<file path="config.mk">
export PLATFORM = sky130hd
export DESIGN_NAME = bit_scan_locator
export DESIGN_NICKNAME = d
export VERILOG_FILES = /design/src/rtl/bit_scan_locator.sv
export SDC_FILE = /design/constraint.sdc
export NUM_CORES = 1
export LEC_CHECK = 0
export ABC_AREA = 0
export CAP_MARGIN = 20
export CORE_ASPECT_RATIO = 1.4
export CORE_UTILIZATION = 35
export CTS_BUF_LIST = sky130_fd_sc_hd__clkbuf_4
export CTS_CLUSTER_DIAMETER = 40
export CTS_CLUSTER_SIZE = 25
export DETAILED_ROUTE_END_ITERATION = 6
export MAX_ROUTING_LAYER = met4
export PLACE_DENSITY = 0.59
export SKIP_CTS_REPAIR_TIMING = 1
export SYNTH_ARGS = -nofsm -noshare
export SYNTH_HDL_FRONTEND = slang
export SYNTH_SLANG_ARGS = --single-unit
</file>
<file path="constraint.sdc">
create_clock -name clk -period 3.3 [get_ports clk]
set_input_delay 0.33 -clock clk [delete_from_list [all_inputs] [get_ports clk]]
set_output_delay 0.33 -clock clk [all_outputs]
set_load 0.02 [all_outputs]
</file>
<file path="src/rtl/bit_scan_locator.sv">
// bit_scan_locator: sequential set-bit locator.
// A word is accepted over a valid/ready handshake and shifted right one bit
// per clock. Find-first mode reports only the lowest set bit. Enumerate mode
// reports every set bit, LSB first. An all-zero word yields a single result
// with location WIDTH and the zero flag set.
module bit_scan_locator #(
   parameter int WIDTH = 8,
   parameter int LOCW  = $clog2(WIDTH) + 1
) (
   input  logic             clk,
   input  logic             reset,
   input  logic             in_valid,
   output logic             in_ready,
   input  logic [WIDTH-1:0] in_data,
   input  logic             in_mode,
   output logic             out_valid,
   input  logic             out_ready,
   output logic [LOCW-1:0]  out_loc,
   output logic             out_zero,
   output logic             out_last,
   output logic             busy
);

   typedef enum logic [1:0] {
      IDLE = 2'd0,
      SCAN = 2'd1,
      EMIT = 2'd2
   } state_t;

   state_t           state;
   logic [WIDTH-1:0] sh;       // remaining bits of the word, current bit at [0]
   logic [LOCW-1:0]  cnt;      // bit index of sh[0] within the original word
   logic             mode;     // 0 = find-first, 1 = enumerate
   logic [WIDTH-1:0] sh_next;  // word after dropping the current bit

   // Shifted word, shared by the SCAN step and the EMIT-to-SCAN step.
   assign sh_next = sh >> 1;

   // Single FSM: state, datapath and every output are registered together,
   // so in_ready/busy/out_valid always agree with the current state.
   always_ff @(posedge clk) begin
      // NOTE: every register here uses non-blocking assignment so all
      // decisions in one edge see the pre-edge values of sh, cnt and state.
      if (reset) begin
         state     <= IDLE;
         sh        <= '0;
         cnt       <= '0;
         mode      <= 1'b0;
         in_ready  <= 1'b1;
         busy      <= 1'b0;
         out_valid <= 1'b0;
         out_loc   <= '0;
         out_zero  <= 1'b0;
         out_last  <= 1'b0;
      end else begin
         case (state)
            IDLE: begin
               if (in_valid) begin
                  sh       <= in_data;
                  cnt      <= '0;
                  mode     <= in_mode;
                  in_ready <= 1'b0;
                  busy     <= 1'b1;
                  if (in_data == '0) begin
                     // Nothing to scan: report the zero word immediately.
                     state     <= EMIT;
                     out_valid <= 1'b1;
                     out_loc   <= LOCW'(WIDTH);
                     out_zero  <= 1'b1;
                     out_last  <= 1'b1;
                  end else begin
                     state <= SCAN;
                  end
               end
            end

            SCAN: begin
               // sh is nonzero here, so a set bit is reached within WIDTH
               // edges and cnt stays below WIDTH.
               if (sh[0]) begin
                  state     <= EMIT;
                  out_valid <= 1'b1;
                  out_loc   <= cnt;
                  out_zero  <= 1'b0;
                  out_last  <= !mode || (sh_next == '0);
               end else begin
                  sh  <= sh_next;
                  cnt <= cnt + LOCW'(1);
               end
            end

            EMIT: begin
               // Result is held until the consumer takes it.
               if (out_ready) begin
                  out_valid <= 1'b0;
                  if (out_last) begin
                     state    <= IDLE;
                     in_ready <= 1'b1;
                     busy     <= 1'b0;
                  end else begin
                     state <= SCAN;
                     sh    <= sh_next;
                     cnt   <= cnt + LOCW'(1);
                  end
               end
            end

            default: begin
               state     <= IDLE;
               in_ready  <= 1'b1;
               busy      <= 1'b0;
               out_valid <= 1'b0;
            end
         endcase
      end
   end

endmodule

</file>
==> results of run 1 <==
-- power breakdown --
group	internal [W]	total [W]	leakage (nW)	switching [W]
clock	0.0000441	0.000132	0.0154	0.0000876
sequential	0.000380	0.000468	0.197	0.0000889
combinational	0.000280	0.000672	0.364	0.000392
-- state kept, by name, summed over array words and instances, names as in the netlist, 2 cells and up --
signal,flops
cnt,4
out_loc,4
sh,8
state,2
-- worst min path at each step --
stage / startpoint / to / slack [ns] / depth (start not counted)
2_1_floorplan: mode / mode / 0.45 / 2
3_3_place_gp: out_valid / out_valid / 0.45 / 1
3_5_place_dp: in_ready / in_ready / 0.47 / 2
4_1_cts: mode / mode / 0.50 / 2
5_1_grt: mode / mode / 0.51 / 2
6_report: in_ready / in_ready / 0.50 / 2
-- metal layers --
metal / wire [um] / part of all wire (%) / global-route usage [%]
met1: 1320 / 40 / 17.8
met2: 1790 / 54 / 29.5
met3: 141 / 4.3 / 1.81
met4: 42 / 1.3 / 6.10
met5: 0 / 0 / -
-- critical path, stage by stage, from the launching register on --
cell	delay (ns)
dfxtp_1	0.44
inv_1	0.09
ha_1	0.34
nor2b_2	0.26
a2111oi_4	0.85
nand2_2	0.18
o41ai_2	0.23
-- stage by stage --
| step | worst slack, ns | total power [W] |
|---|---|---|
| 3_3_place_gp | 0.893 | 0.00113 |
| 4_1_cts | 0.818 | 0.00128 |
| 2_1_floorplan | 1.45 | 0.000997 |
| 5_1_grt | 0.564 | 0.00138 |
| 3_5_place_dp | 0.815 | 0.00115 |
| 6_report | 0.834 | 0.00127 |
-- cells in the mapped netlist (all sizes together), types with 2 or more instances --
cell type  number  area share (%)
nand2b          6             2.6
nand2          16             4.3
a31oi           4             1.7
o41ai           3             3.4
or4             2             1.0
o31ai           2             1.4
a311oi          3             1.8
o21a            2             1.0
a21oi          22             7.6
nor4            2             2.9
nor2b           8             4.1
ha              5             4.3
clkbuf          3             1.5
mux2i           4             2.8
o21ai           6             2.1
buf             7             4.0
nand3           8             2.8
dfxtp          24              33
o22ai           2            0.86
nor2            6             1.6
nand3b          2             1.0
inv             8             2.1
a211oi          3             1.9
a211o           2             1.2
o221ai          2             1.2
a32o            2             1.4
-- cells in the final DEF (no fill, tap or decap), types with 2 or more instances in the layout --
cell type / synthesis / layout
a211o_1: 2 / 2
a211oi_1: 2 / 2
a21oi_1: 22 / 22
a311oi_1: 3 / 3
a31oi_1: 4 / 4
a32o_1: 2 / 2
clkbuf_4: 0 / 3
clkdlybuf4s50_1: 0 / 21
dfxtp_1: 24 / 24
ha_1: 5 / 5
inv_1: 7 / 7
mux2i_1: 4 / 4
nand2_1: 15 / 15
nand2b_1: 6 / 6
nand3_1: 8 / 8
nand3b_1: 2 / 2
nor2_1: 6 / 6
nor2b_1: 6 / 6
nor4_4: 2 / 2
o21a_1: 2 / 2
o21ai_0: 6 / 6
o221ai_1: 2 / 2
o22ai_1: 2 / 2
o41ai_2: 3 / 3
or4_1: 2 / 2
-- cell families after synthesis --
group	after synthesis	share of synthesized area [%]
AO/OA/AOI/OAI	56	28.6
AND/OR/NAND/NOR	55	22.9
flip-flops	24	33.1
buffers and inverters	18	7.58
multiplexers	5	3.53
adder cells (fa/ha/maj)	5	4.31
-- cell type report --
cell class,count,share of cell area (%)
multi-input combinational,121,51.6
sequential,24,28.8
timing repair buffer,22,13.0
tap,43,3.22
inverter,8,1.80
clock buffer,3,1.35
clock inverter,1,0.225
==> metrics, run 1 <==
Final GP Congestion a little over 0.8; #FFs+latches synth 24; Tightest Pin Transition roughly 0.91 ns; Antenna diodes 0; first-pass GRT wire length approximately 5600 um; Non-Filler Instances 222; Cell Pwr Density about 760 mW/mm^2; Reg area around 480 sq um; Post-synth EDFFs 0; H-tree depth 1; final critical-path share of the clock period 74.7%; Worst setup SP type flip-flop; Routed WL per cell around 15 um; Buffers on Ports 21; Worst-path clk slew 0.14 ns; Hold Crit Class flip-flop to flip-flop; RR Endpoint cnt[3]; Cells after DPL roughly 220; fraction of registers with async set/reset 0%; starting density of the core 36.8%; Site Rows 27; status complete, no violations; register area share after synthesis around a third; fin nets a little under 200; Remaining DRCs 0; VDD IR max 458 uV; layout cells sized above 1 between 10 and 15%; total grt overflow 0; post-route ant nets 0; die area roughly 0.0044 sq mm; Post-Route Utilization 42.3%; endpoints failing setup 0; Post-Syn Instances 163; number of global-route vias before repair between 1000 and 1500; IO Pins 22; r2r worst-path depth 6; Vias/cell between 5 and 6; fin crit period ~2.5 ns; syn nets between 150 and 200; multi-input logic area 862 sq um; drt pass-1 iters 4; crit path launch state[1]; CP Data Required Time around 3.5 ns; Sum Neg Setup Slack 0 ns; DIE WIDTH ~56 um; library cells used by synthesis between 40 and 50; Worst Setup EP cnt[3]; All-Layer GR Usage between 15 and 20%; Routed WL 3290 um; Die Ht 78.2 um; Syn-to-layout area delta 15.0%; count of final hold-check violations 0; fmax slightly above 400 MHz; largest net degree at the start of global routing 21; Mean Syn Cell Area roughly 8.9 sq um; WP data arrival around 2.7 ns; Max FO, Critical Path 20; Setup crit end kind flip-flop; unrepaired setup endpoints after global routing no; clock sink count 24; placed inst area 0.00164 sq mm; Detailed Route Iter0 Violations 29; worst reg2reg startpoint state[1]; clock tree buffer depth 2; Root Buffer clkbuf_4; leak pwr between 0.5 and 0.6 nW; via count about 1300; hold slack 0.496 ns; CTS tree yes; headroom to the max-slew limit between 30% and 40%; cts bufs inserted 3; core area around 0.0040 sq mm; R2R Setup Slk 0.83 ns; MaxCap Viol Count 0; Post-Syn Area around 0.0015 sq mm; DP HPWL 2600 um; final instance area 0.00167 sq mm; layout filler cell count approximately 400; synth warn 0; Main synth FF type dfxtp_1; initial antenna violation count 0; fin. max-slew vios 0; clock latency at the later pin of the worst-skew pair 0.31 ns; crit path kind flip-flop to flip-flop; clock skew ~0.0074 ns
No activity file was read; power rests on OpenSTA's default activity.
==> run 2: changes to the inputs <==
==> constraint.sdc (replaced) <==
create_clock -name clk -period 2.4 [get_ports clk]
set_input_delay 0.24 -clock clk [delete_from_list [all_inputs] [get_ports clk]]
set_output_delay 0.24 -clock clk [all_outputs]
set_load 0.02 [all_outputs]
==> run 2 against run 1 <==
Against the previous run:
- sequential share of layout area decreased by 0.51 points
- largest power group unchanged
- sequential power grew 37%
- wire length rose by 2.6%
- via count up 0.79%
- clock-buffer cell count did not move
- largest cell class unchanged
- flip-flop and latch count unchanged
- clock skew increased by 0.0060 ns
- register-to-register slack got worse by 0.46 ns
- non-clock buffer count increased by 4
==> metrics, run 2 (same netlist as run 1, synthesis figures left out) <==
final critical-path share of the clock period 84.3% (+9.6 points); starting density of the core 36.8% (unchanged); leak pwr 0.595 nW (+3.3%); total grt overflow 0 (unchanged); Cell Pwr Density 1060 mW/mm^2 (+39%); endpoints failing setup 0 (unchanged); CP Data Required Time 2.64 ns (-0.89 ns); fin nets 202 (+2.0%); headroom to the max-slew limit 71.7% (+32 points); Detailed Route Iter0 Violations 30 (+3.4%); initial antenna violation count 0 (unchanged); MaxCap Viol Count 0 (unchanged); first-pass GRT wire length 5670 um (+0.85%); unrepaired setup endpoints after global routing no; Remaining DRCs 0 (unchanged); status complete, no violations; crit path kind flip-flop to flip-flop; Setup WS pre-CTS 0.402 ns (-0.413 ns); Setup crit end kind flip-flop; Die Ht 78.2 um (unchanged); clock skew 0.0135 ns (+0.00603 ns); CTS tree yes; fmax 494 MHz (+22%); most common cell after layout, fill and taps aside dfxtp_1; critical path's largest stage delay 0.41 ns (-0.44 ns); cts bufs inserted 3 (unchanged); clock latency at the later pin of the worst-skew pair 0.32 ns (about the same); H-tree depth 1 (unchanged); Vias/cell 5.67 (-1.0%); Final GP Congestion 0.821 (-0.70%); crit-path cells inv_1, ha_1, nand2b_1, or3b_4, mux2_1, a211oi_2; Final Worst Setup Slack 0.377 ns (-0.457 ns); fin crit period 2.02 ns (-0.443 ns); Routed WL per cell 14.9 um (+0.80%); drt pass-1 iters 4 (unchanged); core area 0.00395 sq mm (unchanged); post-route ant nets 0 (unchanged); Slowest-stage cell, CP dfxtp_1; number of global-route vias before repair 1209 (-1.7%); Non-Filler Instances 226 (+1.8%); die area 0.00442 sq mm (unchanged); top flop regs sh x8, cnt x4, out_loc x4; VDD IR max 671 uV (+47%); number of flip-flops in the largest register 8 (unchanged); layout filler cell count 404 (+0.25%); Sum Neg Setup Slack 0 ns (unchanged); layout cells sized above 1 12.0% (+2.0 points); Hold Crit Class flip-flop to flip-flop; via count 1282 (+0.79%); clock tree buffer depth 2 (unchanged); Worst-path clk slew 0.12 ns (-0.02 ns); fin. max-slew vios 0 (unchanged); Tightest Pin Transition 0.421 ns (-0.489 ns); Buffers on Ports 21 (unchanged); count of final hold-check violations 0 (unchanged); WP data arrival 2.26 ns (-0.43 ns); most frequent cells in the layout dfxtp_1, a21oi_1, clkdlybuf4s50_1; Site Rows 27 (unchanged); Biggest register sh; DP HPWL 2630 um (+0.98%); DIE WIDTH 56.4 um (unchanged); Worst setup SP type flip-flop; Antenna diodes 0 (unchanged); clock sink count 24 (unchanged); IO Pins 22 (unchanged); Cells after DPL 222 (+1.8%); Max FO, Critical Path 7 (-65%); Syn-to-layout area delta 17.1%; Root Buffer clkbuf_4; Routed WL 3380 um (+2.6%); largest net degree at the start of global routing 21 (unchanged); All-Layer GR Usage 16.7% (+0.46 points)
run 2: final cells by class:
| class | count | area, sq um | share of cell area, % |
|---|---|---|---|
| well taps | 43 | 53.8 | 3.16 |
| clock inverters | 1 | 3.75 | 0.221 |
| flip-flops and latches | 24 | 480 | 28.3 |
| clock buffers | 3 | 22.5 | 1.32 |
| repair buffers | 26 | 248 | 14.6 |
| inverters | 8 | 30.0 | 1.77 |
| multi-input cells | 121 | 862 | 50.7 |
run 2: per-layer routing:
layer | up-vias | global-route usage (%) | share of wire (%)
met5 | - | - | 0
met4 | 0 | 6.10 | 1.6
met2 | 30 | 30.9 | 54
met1 | 604 | 17.7 | 41
met3 | 5 | 2.14 | 3.6
li1 | 643 | - | -
run 2: worst max-delay path: cells and delay by family (launching register included):
| kind | cells | cell delay [ns] |
|---|---|---|
| AND/OR/NAND/NOR | 2 | 0.54 |
| flip-flops | 1 | 0.41 |
| multiplexers | 1 | 0.35 |
| adder cells (fa/ha/maj) | 1 | 0.32 |
| AO/OA/AOI/OAI | 1 | 0.22 |
| buffers and inverters | 1 | 0.11 |
run 2: power breakdown:
group	leakage, nW	switching [W]	internal, W
registers	0.197	0.000117	0.000522
logic	0.383	0.000563	0.000418
clock network	0.0154	0.000124	0.0000609
run 2: worst paths after layout:
kind                  start        end  slack [ns]  cells after the start
setup reg to reg   state[0]   state[0]        0.38                      6
hold / removal    out_valid  out_valid        0.49                      1
setup / recovery   state[0]   state[0]        0.38                      6
hold reg to reg   out_valid  out_valid        0.49                      1
run 2: through the flow:
| stage | hold WS (ns) | power, W | utilization (%) | cell area (sq um) |
|---|---|---|---|---|
| finish | 0.487 | 0.00180 | 43.0 | 1700 |
| global route | 0.527 | 0.00195 | 43.0 | 1700 |
| CTS | 0.494 | 0.00182 | 43.0 | 1700 |
| detailed placement | 0.459 | 0.00163 | 42.4 | 1670 |
| global placement | 0.451 | 0.00160 | 42.4 | 1670 |
| floorplan | 0.401 | 0.00137 | - | 1450 |
==> run 3: changes to the inputs <==
--- a/config.mk
+++ b/config.mk
@@ -14,7 +14,7 @@
 export CTS_CLUSTER_SIZE = 25
 export DETAILED_ROUTE_END_ITERATION = 6
 export MAX_ROUTING_LAYER = met4
-export PLACE_DENSITY = 0.59
+export PLACE_DENSITY = 0.61
 export SKIP_CTS_REPAIR_TIMING = 1
 export SYNTH_ARGS = -nofsm -noshare
 export SYNTH_HDL_FRONTEND = slang
==> constraint.sdc (replaced) <==
create_clock -name clk -period 1.8 [get_ports clk]
set_input_delay 0.18 -clock clk [delete_from_list [all_inputs] [get_ports clk]]
set_output_delay 0.18 -clock clk [all_outputs]
set_load 0.02 [all_outputs]
==> run 3 against run 2 <==
Against the previous run:
- core utilization is 4.1 points higher
- sequential power is 34% higher
- critical endpoint is now state[1]
- largest power group unchanged
- cell count is 5.8% higher
==> metrics, run 3 (same netlist as run 1, synthesis figures left out) <==
status complete, no violations; RR Endpoint state[1]; Worst-path clk slew 0.13 ns (about the same); Biggest register sh; MaxCap Viol Count 0 (unchanged); via count 1358 (+5.9%); Switching Share 43.3% (-1.2 points); Clk pwr share 9.0% (-1.2 points); number of flip-flops in the largest register 8 (unchanged); Setup crit end kind flip-flop; hold slack 0.444 ns (-0.0427 ns); Remaining DRCs 0 (unchanged); clock latency at the later pin of the worst-skew pair 0.32 ns (about the same); headroom to the max-slew limit 76.3% (+4.5 points); number of global-route vias before repair 1383 (+14%); VDD IR max 848 uV (+26%); final instance area 0.00186 sq mm (+9.6%); Sum Neg Setup Slack 0 ns (unchanged); Routed WL per cell 15.0 um (+0.16%); Site Rows 27 (unchanged); clock tree buffer depth 2 (unchanged); Detailed Route Iter0 Violations 33 (+10%); starting density of the core 36.8% (unchanged); fin crit period 1.77 ns (-0.253 ns); CP Data Required Time 2.06 ns (-0.58 ns); layout cells sized above 1 23.5% (+11 points); Hold Path Origin in_mode; Logic pwr share 59.3% (+4.9 points); fin nets 216 (+6.9%); sequential power share 31.8% (-3.6 points); Max FO, Critical Path 5 (-2); crit path kind flip-flop to flip-flop; All-Layer GR Usage 17.6% (+0.93 points); CTS tree yes; NetSw 0.00117 W (+45%); unrepaired setup endpoints after global routing yes; Internal Dissipation 0.00153 W (+53%); most common cell after layout, fill and taps aside dfxtp_1; endpoints failing setup 0 (unchanged); top flop regs sh x8, cnt x4, out_loc x4; Syn-to-layout area delta 28.3%; IO Pins 22 (unchanged); Overall Power 0.00270 W (+50%); r2r worst-path depth 6 (unchanged); H-tree depth 1 (unchanged); DP HPWL 2780 um (+5.8%); cts bufs inserted 3 (unchanged); drt pass-1 iters 4 (unchanged); Cell Pwr Density 1450 mW/mm^2 (+36%); Routed WL 3580 um (+5.9%); Antenna diodes 0 (unchanged); Buffers on Ports 21 (unchanged); Endpoint, Worst Hold mode; R2R Setup Slk 0.03 ns (-0.35 ns); initial antenna violation count 0 (unchanged); post-route ant nets 0 (unchanged); clock sink count 24 (unchanged); Hold Crit Class input port to flip-flop; fin. max-slew vios 0 (unchanged); WP data arrival 2.03 ns (-0.23 ns); Vias/cell 5.68 (+0.17%); placed inst area 0.00179 sq mm (+7.0%); core area 0.00395 sq mm (unchanged); leak pwr 0.682 nW (+15%); Die Ht 78.2 um (unchanged); Worst setup SP type flip-flop; fmax 565 MHz (+14%); most frequent cells in the layout dfxtp_1, clkdlybuf4s50_1, a21oi_1; clock skew 0.00266 ns (-0.0108 ns); Cells after DPL 235 (+5.9%); total grt overflow 0 (unchanged); largest net degree at the start of global routing 21 (unchanged); first-pass GRT wire length 6090 um (+7.3%); Non-Filler Instances 239 (+5.8%); count of final hold-check violations 0 (unchanged); Hold Crit Depth 3 (+2); worst reg2reg startpoint state[1]; Root Buffer clkbuf_4; Final GP Congestion 0.827 (+0.78%); Tightest Pin Transition 0.352 ns (-0.0691 ns); DIE WIDTH 56.4 um (unchanged); die area 0.00442 sq mm (unchanged); final critical-path share of the clock period 98.3% (+14 points)
==> run 3: per-layer routing <==
layer,GRT usage (%),vias up,wire length (um)
li1,-,666,-
met1,17.7,663,1430
met2,33.4,21,1980
met3,2.14,8,89
met4,7.56,0,78
met5,-,-,0
==> run 3: worst max-delay path, stage by stage (launching register included) <==
cell     delay [ns]
dfxtp_4        0.39
inv_4          0.04
ha_4           0.17
nor2b_4        0.15
or3b_4         0.42
or4_4          0.42
a21oi_2        0.12
==> run 3: area by class of cell <==
| class | count | area (sq um) |
|---|---|---|
| inverter | 8 | 32.5 |
| multi-input combinational | 121 | 901 |
| timing repair buffer | 40 | 365 |
| tap | 43 | 53.8 |
| clock buffer | 3 | 22.5 |
| sequential | 24 | 488 |
| fill | 399 | 2090 |
==> run 3: how the worst max path moves through the flow <==
stage	endpoint	slack (ns)	startpoint	depth (start not counted)
after global placement	state[0]	0.0008	out_ready	5
after detailed placement	state[0]	-0.03	out_ready	6
final	state[1]	0.03	state[1]	6
after global routing	state[1]	-0.006	state[0]	6
after floorplan	state[1]	0.001	state[1]	7
after CTS	state[0]	-0.06	state[0]	6
==> run 3: stage by stage <==
stage | worst slack [ns] | util [%]
CTS | -0.0597 | 45.9
finish | 0.0306 | 47.1
global route | -0.00580 | 47.1
floorplan | 0.00143 | -
global placement | 0.000791 | 45.3
detailed placement | -0.0275 | 45.3
==> run 3: power by group through the flow <==
| stage | clock network [W] | logic, W | registers [W] |
|---|---|---|---|
| 2_1_floorplan | 0 | 0.000955 | 0.000882 |
| 3_3_place_gp | 0 | 0.00147 | 0.000849 |
| 3_5_place_dp | 0 | 0.00152 | 0.000856 |
| 4_1_cts | 0.000258 | 0.00152 | 0.000843 |
| 5_1_grt | 0.000272 | 0.00173 | 0.000881 |
| 6_report | 0.000242 | 0.00160 | 0.000857 |
